[src/rtl/if_fetch_stage.sv]
// Instruction-fetch stage: fetch PC, pipelined req/gnt + rvalid imem port, prefetch FIFO, redirect with stale-response discard.
// Optional performance counters are enabled by defining IF_PERF_CNT_EN.
module if_fetch_stage #(
  parameter logic [31:0] RESET_PC   = 32'h0000_0000,
  parameter int          FIFO_DEPTH = 2
) (
  input  logic        clk,
  input  logic        rst_n,
  input  logic        i_stall,
  input  logic        i_redirect,
  input  logic [31:0] i_redirect_pc,
  output logic        o_imem_req,
  output logic [31:0] o_imem_addr,
  input  logic        i_imem_gnt,
  input  logic        i_imem_rvalid,
  input  logic [31:0] i_imem_rdata,
  output logic [31:0] o_instr,
  output logic [31:0] o_pc,
  output logic        o_valid
`ifdef IF_PERF_CNT_EN
  ,
  output logic [31:0] o_bubble_cnt,
  output logic [31:0] o_flush_cnt
`endif
);

  localparam int PW = $clog2(FIFO_DEPTH);
  localparam int CW = PW + 1;
  localparam logic [31:0] NOP = 32'h0000_0013;
  localparam logic [CW:0] DEPTH = FIFO_DEPTH[CW:0];

  typedef logic [CW-1:0] cnt_t;
  typedef logic [PW-1:0] ptr_t;

  logic [31:0] fetch_pc;
  logic [31:0] head_pc;
  logic [31:0] fifo_mem [FIFO_DEPTH];
  ptr_t        rd_ptr;
  ptr_t        wr_ptr;
  cnt_t        fifo_count;
  cnt_t        outstanding;
  cnt_t        discard;

  logic        issue;
  logic        resp;
  logic        drop;
  logic        push;
  logic        pop;
  logic [CW:0] credit_used;
  logic [31:0] redirect_target;
  logic        unused_redirect_lsbs;

  assign unused_redirect_lsbs = ^i_redirect_pc[1:0];
  assign redirect_target      = {i_redirect_pc[31:2], 2'b00};

  // Every FIFO slot is reserved either by a stored instruction or by a request in flight.
  assign credit_used = {1'b0, fifo_count} + {1'b0, outstanding};

  always_comb begin
    o_imem_req = rst_n & ~i_redirect & (credit_used < DEPTH);
    issue      = o_imem_req & i_imem_gnt;
    // A response with nothing outstanding cannot be ours; ignoring it keeps the counters from underflowing.
    resp       = i_imem_rvalid & (outstanding != '0);
    drop       = resp & (i_redirect | (discard != '0));
    push       = resp & ~drop;
    o_valid    = (fifo_count != '0);
    pop        = o_valid & ~i_stall & ~i_redirect;
    o_imem_addr = fetch_pc;
    o_pc        = head_pc;
    o_instr     = o_valid ? fifo_mem[rd_ptr] : NOP;
  end

  always_ff @(posedge clk) begin
    if (!rst_n) begin
      fetch_pc    <= RESET_PC;
      head_pc     <= RESET_PC;
      rd_ptr      <= '0;
      wr_ptr      <= '0;
      fifo_count  <= '0;
      outstanding <= '0;
      discard     <= '0;
    end else if (i_redirect) begin
      // Flush and restart; every response still in flight after this cycle is stale.
      fetch_pc    <= redirect_target;
      head_pc     <= redirect_target;
      rd_ptr      <= '0;
      wr_ptr      <= '0;
      fifo_count  <= '0;
      outstanding <= outstanding - cnt_t'(resp);
      discard     <= outstanding - cnt_t'(resp);
    end else begin
      if (issue) fetch_pc <= fetch_pc + 32'd4;
      if (pop) begin
        head_pc <= head_pc + 32'd4;
        rd_ptr  <= rd_ptr + ptr_t'(1);
      end
      if (push) wr_ptr <= wr_ptr + ptr_t'(1);
      fifo_count  <= fifo_count + cnt_t'(push) - cnt_t'(pop);
      outstanding <= outstanding + cnt_t'(issue) - cnt_t'(resp);
      if (drop) discard <= discard - cnt_t'(1);
    end
  end

  // NOTE: the FIFO storage has no reset; entries are only observable once fifo_count covers them.
  always_ff @(posedge clk) begin
    if (push) fifo_mem[wr_ptr] <= i_imem_rdata;
  end

`ifdef IF_PERF_CNT_EN
  always_ff @(posedge clk) begin
    if (!rst_n) begin
      o_bubble_cnt <= '0;
      o_flush_cnt  <= '0;
    end else begin
      if (!o_valid && !i_redirect) o_bubble_cnt <= o_bubble_cnt + 32'd1;
      if (drop)                    o_flush_cnt  <= o_flush_cnt + 32'd1;
    end
  end
`endif

endmodule

[config.mk]
export PLATFORM = sky130hd
export DESIGN_NAME = if_fetch_stage
export DESIGN_NICKNAME = d
export VERILOG_FILES = /design/src/rtl/if_fetch_stage.sv
export SDC_FILE = /design/constraint.sdc
export NUM_CORES = 1
export LEC_CHECK = 0
export BUFFER_PORTS_ARGS = -buffer_cell sky130_fd_sc_hd__buf_4
export CAP_MARGIN = 20
export CORE_ASPECT_RATIO = 0.7
export CORE_UTILIZATION = 52
export DETAILED_ROUTE_END_ITERATION = 8
export PLACE_DENSITY = 0.83
export REMOVE_ABC_BUFFERS = 1
export SYNTH_ARGS = -nofsm -noshare
export SYNTH_HDL_FRONTEND = slang
export SYNTH_SLANG_ARGS = --single-unit
[constraint.sdc]
create_clock -name clk -period 3.5 [get_ports clk]
set_input_delay 0.35 -clock clk [delete_from_list [all_inputs] [get_ports clk]]
set_output_delay 0.35 -clock clk [all_outputs]
set_load 0.01 [all_outputs]
# Yosys cells after proc, flatten, opt, wreduce, memory -nomap -nowiden

Memories as Yosys holds them, arrays and structs flattened. A register that Yosys moved wholly into a read port is not among the register bits.
Cells that the tools add are included.

Flip-flop bits (word level): 72
Bits in writable memories: 64
Input bits: 70
Output and inout bits: 98
Word-level logic and storage cells: 54
Memories: 1

Memories:

| name     | words | bits a word | rd ports | clocked after memory_dff | wr ports | RTL line | RTL |
|---|---|---|---|---|---|---|---|
| fifo_mem | 2     | 32          | 1        | 1                        | 1        | 37       | `logic [31:0] fifo_mem [FIFO_DEPTH];` |

Add/subtract/negate cells: 11
Order comparisons: 1
Muxes and demuxes: 12
Bitwise gates (word level): 13
Reduce and logical (&&, ||, !) cells: 7

Operators with widths:

| cell                                                                 | count |
|---|---|
| 32-bit 2-to-1 mux                                                    | 5 |
| 32-bit by 3-bit adder with 32-bit output, second input constant      | 2 |
| 2-bit nonzero test                                                   | 6 |
| 1-bit AND                                                            | 8 |
| 2-bit 2-to-1 mux                                                     | 3 |
| 2-bit by 1-bit subtractor with 2-bit output                          | 3 |
| 2-bit by 1-bit adder with 2-bit output                               | 2 |
| 1-bit 2-to-1 mux                                                     | 4 |
| 1-bit NOT                                                            | 4 |
| 2-bit by 2-bit adder with 3-bit output                               | 1 |
| 3-bit by 2-bit < comparator with 1-bit output, second input constant | 1 |
| 1-bit adder, second input constant                                   | 2 |
| 2-bit OR reduction                                                   | 1 |
| 2-bit by 1-bit subtractor with 2-bit output, second input constant   | 1 |
| 1-bit bitwise OR                                                     | 1 |

# Depth between registers and ports, before layout

Gate-level depths: netlist of run 1.

Depth after elaboration: 7
Gate-level depth with buffers: 11
Gate-level depth less buffers: 11

# Worst setup path after synthesis of run 1

OpenSTA, ideal clock, no wires.

Kind: input to register
Start: input i_redirect
End: memory fifo_mem[0][0], enable pin
Library setup time: 421 ps
Arrival time: 2522 ps
Data required time: 3079 ps
Slack: 557 ps
Cell stages on the path: 6
Path buffers: 2
Cell sequence: clkbuf_1 inv_1 clkbuf_1 and3_1 inv_1 nor2_1

Cells in the longest elaborated chain, start to end: 6

Ends and longest elaborated chain:

| element                                | RTL line | RTL |
|---|---|---|
| start: declaration                     | 10       | `input logic i_redirect,` |
| 1-bit bitwise OR                       | 64       | `drop = resp & (i_redirect \| (discard != '0));` |
| 1-bit AND                              | 64       |  |
| 1-bit NOT                              | 65       | `push = resp & ~drop;` |
| 1-bit AND                              | 65       |  |
| 1-bit 2-to-1 mux                       | 106      | `if (push) fifo_mem[wr_ptr] <= i_imem_rdata;` |
| 1-bit 2-to-1 mux (not written as such) | 106      |  |
| end: declaration                       | 37       |  |

No other way between the ends.

# Final worst setup path of run 1

Start: register fifo_count[0]
End: register fetch_pc[15], in the netlist o_imem_addr[15]

Cells in the longest elaborated chain, start to end: 5

Ends and longest elaborated chain:

| element                                       | RTL line | RTL |
|---|---|---|
| start: declaration                            | 40       | `cnt_t fifo_count;` |
| start signal: assignment                      | 98       | `fifo_count <= fifo_count + cnt_t'(push) - cnt_t'(pop);` |
| 2-bit by 2-bit adder with 3-bit output        | 57       | `assign credit_used = {1'b0, fifo_count} + {1'b0, outstanding};` |
| 3-bit by 2-bit < comparator with 1-bit output | 60       | `o_imem_req = rst_n & ~i_redirect & (credit_used < DEPTH);` |
| 1-bit AND                                     | 60       |  |
| 1-bit AND                                     | 61       | `issue = o_imem_req & i_imem_gnt;` |
| 2-bit nonzero test (no source line)           | n/a      |  |
| end signal: assignment                        | 84       | `fetch_pc <= redirect_target;` |
| end signal: assignment                        | 92       | `if (issue) fetch_pc <= fetch_pc + 32'd4;` |
| end: declaration                              | 35       | `logic [31:0] fetch_pc;` |

No other way between the ends.
A chain may end at the register's enable or synchronous reset.

==> results of run 1 <==
-- layout make-up --
type / instances / share of cell area
flip-flops and latches: 133 / 0.4108
inverters: 10 / 0.004666
clock inverters: 14 / 0.02784
clock buffers: 18 / 0.05335
repair buffers: 166 / 0.1549
well taps: 153 / 0.02380
multi-input cells: 409 / 0.3246
-- through the flow --
step / setup TNS [ns] / std cells / hold slack [ns] / utilization
2_1_floorplan: -4.656 / 552 / 0.4489 / -
3_3_place_gp: 0 / 871 / 0.4967 / 0.6616
3_5_place_dp: 0 / 871 / 0.5047 / 0.6616
4_1_cts: 0 / 903 / 0.1108 / 0.7201
5_1_grt: 0 / 903 / 0.1090 / 0.7201
6_report: 0 / 903 / 0.1183 / 0.7201
-- state kept, by name, indices dropped and copies added, names as in the netlist, named ones only --
register,cells
fifo_mem,64
discard,2
fifo_count,2
o_imem_addr,30
rd_ptr,1
o_pc,30
wr_ptr,1
outstanding,2
-- critical path, stage by stage, from the launching register on --
cell and delay, ns:
dfxtp_1 0.39, and2_1 0.17, fa_1 0.45, or3b_1 0.61, nor4_1 0.72, nand4_1 0.20
xor2_1 0.18, a21oi_1 0.08
-- routing by layer --
metal,wire length (um),up-vias,track usage
met5,0,-,0
met1,6986,2403,0.3646
li1,-,2402,-
met3,1200,26,0.05692
met4,325,0,0.1039
met2,7448,217,0.4207
-- placed cells by master (no fill, tap or decap), types with 4 or more instances in the layout --
master       n
mux2i_1     33
xnor2_1     33
nor4_1      11
edfxtp_1    64
and2_1       8
and3_1      13
nand2_1     40
xor2_1      28
a21oi_1     52
nand3_1     21
buf_4      166
nor3b_1      4
o21ai_0     37
nand4_1     24
and4_1       6
bufinv_16    5
ha_1         8
dfxtp_1     68
inv_1        9
clkbuf_16   17
nor3_1      13
nor2_1      48
conb_1       4
-- cell families (layout without fill, tap and decap cells) --
logic type	after synthesis	in the layout	synth area share
and+or+nand+nor	201	201	0.1727
DFF	133	133	0.5441
AOI/OAI and AO/OA	99	99	0.08739
xor gates and xnor gates	61	61	0.08801
buffers and inverters	41	208	0.02927
muxes	35	35	0.05812
adders and majority gates	9	9	0.01979
other	1	4	0.0006177
-- how the worst min path moves through the flow --
stage                           startpoint  cells past startpoint              end  slack (ns)
after floorplan            i_imem_rdata[0]                      0   fifo_mem[0][0]        0.45
after global placement              rd_ptr                      2           rd_ptr        0.50
after detailed placement            rd_ptr                      2           rd_ptr        0.50
after CTS                 i_imem_rdata[24]                      1  fifo_mem[1][24]        0.11
after global routing      i_imem_rdata[30]                      1  fifo_mem[1][30]        0.11
final                     i_imem_rdata[24]                      1  fifo_mem[1][24]        0.12
-- where the power goes --
group / internal, mW / switching (mW) / leakage (nW)
Combinational: 0.235 / 0.248 / 1.61
Clock: 1.28 / 0.691 / 0.311
Sequential: 1.73 / 0.0915 / 1.15
==> results, run 1 <==
- The later pin in the worst-skew pair is clocked with a latency of 0.42 ns.
- The count of routing violations after the opening detailed-route iteration is 350.
- The number of clock buffers added by TritonCTS is 17.
- At the end of routability-driven placement, the weighted congestion stood at 0.9298.
- The wire length per cell after detailed routing is 17.67 um.
- The overall die height is 92.40 um.
- The count of filler cells inserted in the layout is 803.
- For this design, the sink count on the clock tree is 133.
- The multi-input combinational cells in the finished layout cover a total of 0.002611 mm2.
- The full die area is 0.01212 mm2.
- Summed over all layers, the global routing overflow is 0.
- The class of the worst hold path is primary input to flip-flop.
- On the final layout, the worst clock skew is 0.01303 ns.
- Of the post-synthesis cell area, the dominant cell type holds 0.3166.
- The routed via count is 5048.
- The first global-routing pass estimated 24.84 mm of wire.
- The via count of the first global-routing pass is 4800.
- The arrival time of data at the critical path endpoint is 3.20 ns.
- Summed over all layers, the routed wires come to 15.96 mm.
- The number of max-slew violations in the final report is 0.
- The flow ran to the end, and the final reports show no timing, DRC or antenna violations.
- The tree is rooted in a clkbuf_16.
- The initial antenna violation count is 0.
- The layout cell share with drive strength beyond 1 is 0.2773.
- Clock-pin slew was measured on the worst setup and hold paths at 0.07 ns.
- The number of nets in the final layout is 816.
- TritonCTS built the clock tree.
- 168 I/O pins were placed.
- Averaged over all synthesized cells, the footprint is 10.47 um2.
- From synthesis to final layout, the design area changed by 32.50%.
- After layout, the worst setup slack is 0.5672 ns.
- For this design the static power due to leakage is 3.069 nW.
- The fraction of registers with async set or reset after synthesis is 0.
- For this run, the leading register cell type out of synthesis is dfxtp_1.
- The relative slew slack is 0.3123.
- The critical path data required time is 3.77 ns.
- In the synthesized netlist, the cells that appear most often are 69 x dfxtp_1, 64 x edfxtp_1, 52 x a21oi_1.
- The capture point of the critical path is o_imem_addr[15].
- The worst setup path startpoint is fifo_count[0].
- For the pin with the worst max-slew slack, the measured transition is 1.032 ns.
- The library cell occupying the most area in the post-synthesis netlist is edfxtp_1.
- The post-route total power is 4.266 mW.
- Of the available clock period, the critical path in the final layout requires 0.8380.
- Setup violations remaining at the end of the flow were counted as 0.
- The critical path start-end classification is flip-flop to flip-flop.
- The number of search-and-repair iterations in the first detailed-routing pass is 5.
- The quantity of hold-fixing buffers added after cts is 0.
- In this run, synthesis inferred 64 flip-flops with an integrated enable.
- VDD sags by at most 465.5 uV.
- The peak fanout along the critical path is 10.
- Synthesis inferred 133 register bits.
- The post-cts resize count is 0.
- The area inside the core boundary is 0.01117 mm2.
- The post-CTS setup buffer count is 0.
- The cell count after synthesis came out at 580.
- The Yosys warning count is 0.
- Setup repair after global routing left no endpoint under its margin.
- The longest clock path from root to sink contains 2 buffers.
- The sequential element share of the synthesized area is 0.5441.
- The tool flagged a number of max-cap violations equal to 0.
- The remaining routing DRC violations is 0.
- By area the synthesized netlist is led by edfxtp_1 32%, dfxtp_1 23%, mux2i_1 5.4%, xnor2_1 4.8%, a21oi_1 4.3%.
- The placed instances occupy a cell area of 0.007391 mm2.
- The number of routed nets with antenna violations is 0.
- The worst register-to-register path ends at o_imem_addr[15].
- The most repeated cell in the gate-level netlist after synthesis is dfxtp_1.
- The kind of end point of the critical path is a flip-flop.
- The H-tree generated during clock tree synthesis spans 4 levels.
- Port buffering added 161 buffers.
- The area of all placed cells without fillers is 0.008044 mm2.
- The die span in x is 131.1 um.
- 0 antenna diodes ended up in the layout.
- The synthesized netlist contains 43 unique library cells.
- The ratio of routed vias to standard cells is 5.590.
- Derived from the worst setup path, the maximum achievable clock frequency is 341.0 MHz.
- The storage element area is 0.003304 mm2.
- The worst path in the final design needs a cycle of 2.933 ns, including I/O delays and setup.
- The global routing usage summed across all routing layers is 0.2680.
- The worst register-to-register path begins at fifo_count[0].
- The row count is 32.
- Measured in cells, the most critical reg-to-reg path has a length of 7.
- The initial utilization of the core area, before any placement, comes to 0.5435.
- In this run the register-to-register setup slack is 0.57 ns.
- Once detailed placement completed, the half-perimeter wirelength came to 11.41 mm.
- Dividing total power by cell area gives a power density of 530.3 mW/mm2.
- After synthesis the cells add up to 0.006071 mm2.
- The count of endpoints failing hold in the final timing report came to 0.
- The maximum number of pins on one net before global-route repair is 85.
- The worst slack at placement is 0.6410 ns.
- The worst setup path is launched from a flip-flop.
Power figures use the tool's default switching activity.
==> inputs of run 2 (changes only) <==
--- a/config.mk
+++ b/config.mk
@@ -5,12 +5,13 @@
 export SDC_FILE = /design/constraint.sdc
 export NUM_CORES = 1
 export LEC_CHECK = 0
+export ABC_AREA = 1
 export BUFFER_PORTS_ARGS = -buffer_cell sky130_fd_sc_hd__buf_4
 export CAP_MARGIN = 20
 export CORE_ASPECT_RATIO = 0.7
-export CORE_UTILIZATION = 52
+export CORE_UTILIZATION = 54
 export DETAILED_ROUTE_END_ITERATION = 8
-export PLACE_DENSITY = 0.83
+export PLACE_DENSITY = 0.84
 export REMOVE_ABC_BUFFERS = 1
 export SYNTH_ARGS = -nofsm -noshare
 export SYNTH_HDL_FRONTEND = slang
==> constraint.sdc (replaced) <==
create_clock -name clk -period 2.75 [get_ports clk]
set_input_delay 0.275 -clock clk [delete_from_list [all_inputs] [get_ports clk]]
set_output_delay 0.275 -clock clk [all_outputs]
set_load 0.01 [all_outputs]
==> results, run 2 <==
- The run finished with clean final reports.
- The terminus of the critical flop-to-flop path is outstanding[1].
- The half-perimeter wire length after detailed placement was 15.00 mm (+31%).
- The number of cells produced by synthesis is 934 (+61%).
- The H-tree depth reported by CTS is 4 (unchanged).
- The wire length of the first global-routing pass is 33.45 mm (+35%).
- The fraction of registers with async set or reset after synthesis is 0 (unchanged).
- The sequential element share of the synthesized area is 0.4746 (-0.06946).
- The share of Yosys cell area claimed by the top area cell type is 0.2762 (-0.04041).
- The critical path buffer and inverter count is 2 (+2).
- The count of endpoints failing hold in the final timing report is 0 (unchanged).
- The post-cts resize count is 0 (unchanged).
- The remaining routing DRC violations was 0 (unchanged).
- The minimum clock period after layout is 2.605 ns (-0.3278 ns).
- The kind of end point of the critical path is a flip-flop.
- The peak supply drop is 456.0 uV (-2.0%).
- Traced cell by cell, the critical path runs through nand2_1 > inv_1 > fa_1 > nor2_1 > nand3_4 > ha_1 > inv_1 > ha_1 > xor2_1 > or2_2 > nand3_1 > a21oi_1.
- The peak fanout along the critical path is 8 (-2).
- The post-route clock period utilization is 0.9473 (+0.1093).
- The critical path in this run is classified as flip-flop to flip-flop.
- The total CTS buffers is 17 (unchanged).
- Setup repair after global routing left no endpoint under its margin.
- The wire length per cell after detailed routing is 17.15 um (-2.9%).
- Leaving out fill and tap cells, the most frequent cell in the layout is nand2_1.
- By instance count, the leading cell after synthesis is nand2_1.
- The storage element area is 0.003303 mm2 (about the same).
- The startpoint type of the worst setup path is a flip-flop.
- Counting instances in the post-synthesis netlist gives the leading cell types as 297 x nand2_1, 97 x nor2_1, 90 x inv_1.
- The row count is 34 (+6.3%).
- The number of flops mapped to enable cells by yosys is 64 (unchanged).
- The maximum number of pins on one net before global-route repair is 48 (-44%).
- The number of routed nets with antenna violations is 0 (unchanged).
- The relative slew slack was 0.5841 (+0.2719).
- The clock transition at the registers of the reported paths is 0.06 ns (about the same).
- The clock tree buffer depth was 2 (unchanged).
- The area inside the core boundary is 0.01251 mm2 (+12%).
- The standby leakage power is 3.728 nW (+21%).
- The critical path data required time is 3.04 ns (-0.73 ns).
- The ratio of routed vias to standard cells came to 5.639 (+0.86%).
- The beginning of the worst register-to-register path is outstanding[0].
- The count of routing violations after the opening detailed-route iteration is 732 (+110%).
- The number of max-slew violations in the final report is 0 (unchanged).
- The number of search-and-repair iterations in the first detailed-routing pass is 5 (unchanged).
- The Yosys warning count is 0 (unchanged).
- The final-layout setup total negative slack is 0 ns (unchanged).
- The number of nets in the final layout is 1173 (+44%).
- The critical path's slowest cell is fa_1.
- The total clock sinks is 133 (unchanged).
- The total wirelength of the detailed-routed design is 21.78 mm (+36%).
- The source-to-sink clock delay at the later pin of the worst-skew pair was 0.43 ns (about the same).
- The worst-case clock skew is 0.01128 ns (-0.001754 ns).
- The most critical setup path has its startpoint at outstanding[0].
- The register ranked first by flip-flop count is fifo_mem.
- The die span in x was 137.7 um (+5.0%).
- The top-level port count is 168 (unchanged).
- The ratio of total power to cell area is 586.4 mW/mm2 (+11%).
- The count of filler cells inserted in the layout is 986 (+23%).
- The starting utilization of the core area is 0.5564 (+0.01296).
- The number of gates on the worst path with buffers counted is 12 (+5).
- The capture point of the critical path is outstanding[1].
- The via count of the first global-routing pass is 6526 (+36%).
- The number of input and output port buffers inserted came to 161 (unchanged).
- The post-CTS setup buffer count was 0 (unchanged).
- The overall die height is 96.98 um (+5.0%).
- The total standard cell area after synthesis is 0.006959 mm2 (+15%).
- The cell family contributing the most delay on the critical path is adder cells.
- The number of storage elements in the synthesis netlist is 133 (unchanged).
- The largest stage delay on the critical path was 0.43 ns (-0.29 ns).
- Leaving out fill and tap cells, the most frequent cells in the layout are 297 x nand2_1, 171 x buf_4, 95 x nor2_1, 90 x inv_1, 88 x a21oi_1.
- The library cell occupying the most area in the post-synthesis netlist is edfxtp_1.
- The number of setup violations in the final report is 0 (unchanged).
- The weighted congestion at the end of routability-driven global placement is 0.9534 (+2.5%).
- The number of flip-flops under the largest register name is 64 (unchanged).
- The quantity of hold-fixing buffers added after cts is 0 (unchanged).
- The area of all placed cells without fillers came to 0.008889 mm2 (+10%).
- The layout cell share with drive strength beyond 1 is 0.2096 (-0.06776).
- The prevailing post-synth register cell is dfxtp_1.
- The number of library cell types mapped by synthesis is 40 (-7.0%).
- The cell count after placement is 1237 (+42%).
- The arrival time of data at the critical path endpoint is 2.89 ns (-0.31 ns).
- The mean post-synth cell area is 7.451 um2 (-29%).
- The initial antenna violation count is 1 (+1).
- The post-route total power is 5.212 mW (+22%).
- By area the synthesized netlist is led by edfxtp_1 28%, dfxtp_1 20%, nand2_1 16%, a21oi_1 6.3%, nor2_1 5.2%.
- The final instance count without filler cells is 1270 (+41%).
- The combined area of the multi-input logic cells was 0.003129 mm2 (+20%).
- The worst setup slack for register-to-register paths was 0.15 ns (-0.42 ns).
- The max-capacitance violation count is 0 (unchanged).
- The total global routing overflow is 0 (unchanged).
- From synthesis to final layout, the design area changed by 27.72%.
- The maximum frequency from static timing analysis is 383.9 MHz (+13%).
- The cell area after placement is 0.008292 mm2 (+12%).
- The full die area is 0.01335 mm2 (+10%).
- The TritonCTS clock tree is built.
- The routed via count is 7161 (+42%).
- Clock tree synthesis selected as its root buffer the cell clkbuf_16.
- The count of cells along the worst register-to-register path came to 12 (+5).
- The global routing usage summed across all routing layers is 0.3348 (+0.06680).
- The slew at the pin with the worst max-slew slack is 0.6190 ns (-0.4126 ns).
- The class of the worst hold path is primary input to flip-flop.
==> run 2: changes by cell type in the layout (fill, tap and decap cells not counted), moves of 15 or more <==
cell	previous run	this run
xor2_1	28	12
nor2_1	48	95
xnor2_1	33	3
nand3_1	21	56
inv_1	9	90
a21oi_1	52	88
nand2_1	40	297
nand4_1	24	9
mux2i_1	33	0
==> run 2: cell type report <==
cell class	count	area share
Timing Repair Buffer	171	0.1444
Antenna cell	1	0.0002815
Clock inverter	14	0.01858
Sequential cell	133	0.3716
Tap cell	162	0.02280
Inverter	99	0.04195
Clock buffer	18	0.04828
Multi-Input combinational cell	672	0.3521
==> run 2: worst min path at each step <==
stage                                 from               to  slack (ns)  cells past startpoint
after global placement              rd_ptr           rd_ptr        0.46                      2
after CTS                 i_imem_rdata[10]  fifo_mem[0][10]        0.03                      1
after floorplan                      rst_n  o_imem_addr[24]        0.37                      2
after detailed placement  i_imem_rdata[21]  fifo_mem[1][21]        0.46                      1
after global routing       i_imem_rdata[7]   fifo_mem[1][7]        0.03                      1
final                     i_imem_rdata[10]  fifo_mem[0][10]        0.03                      1
==> run 2: layer usage <==
metal | global-route usage | wire length, um | up-vias
li1 | - | - | 3370
met1 | 0.4629 | 8737 | 3242
met2 | 0.4859 | 9561 | 479
met3 | 0.1080 | 2930 | 70
met4 | 0.1243 | 555 | 0
met5 | 0 | 0 | -
==> run 2: worst register-to-register path: stages, from the launching register on <==
cell,delay [ns]
dfxtp_1,0.38
nand2_1,0.07
inv_1,0.07
fa_1,0.43
nor2_1,0.21
nand3_4,0.19
ha_1,0.35
inv_1,0.04
ha_1,0.18
xor2_1,0.15
or2_2,0.27
nand3_1,0.07
a21oi_1,0.06
==> run 2: metrics by stage <==
stage	worst slack (ns)	hold WS (ns)	util
floorplan	0.2154	0.3726	-
global placement	0.2734	0.4590	0.6630
detailed placement	0.1996	0.4631	0.6630
CTS	0.1495	0.02621	0.7105
global route	0.05337	0.02657	0.7105
finish	0.1450	0.03266	0.7107
==> run 2: kinds of logic after synthesis <==
group | Yosys count | share of synthesized area
AOI/OAI and AO/OA | 158 | 0.1192
xor gates and xnor gates | 15 | 0.01888
adders and majority gates | 9 | 0.01726
buffers and inverters | 132 | 0.07803
DFF | 133 | 0.4746
other | 1 | 0.0005389
and+or+nand+nor | 486 | 0.2914
==> run 2: power breakdown <==
part	internal [mW]	leakage (nW)	total [mW]	switching [mW]
sequential	2.17	1.14	2.28	0.107
clock	1.36	0.279	2.32	0.954
combinational	0.260	2.30	0.618	0.358
total	3.79	3.73	5.21	1.42
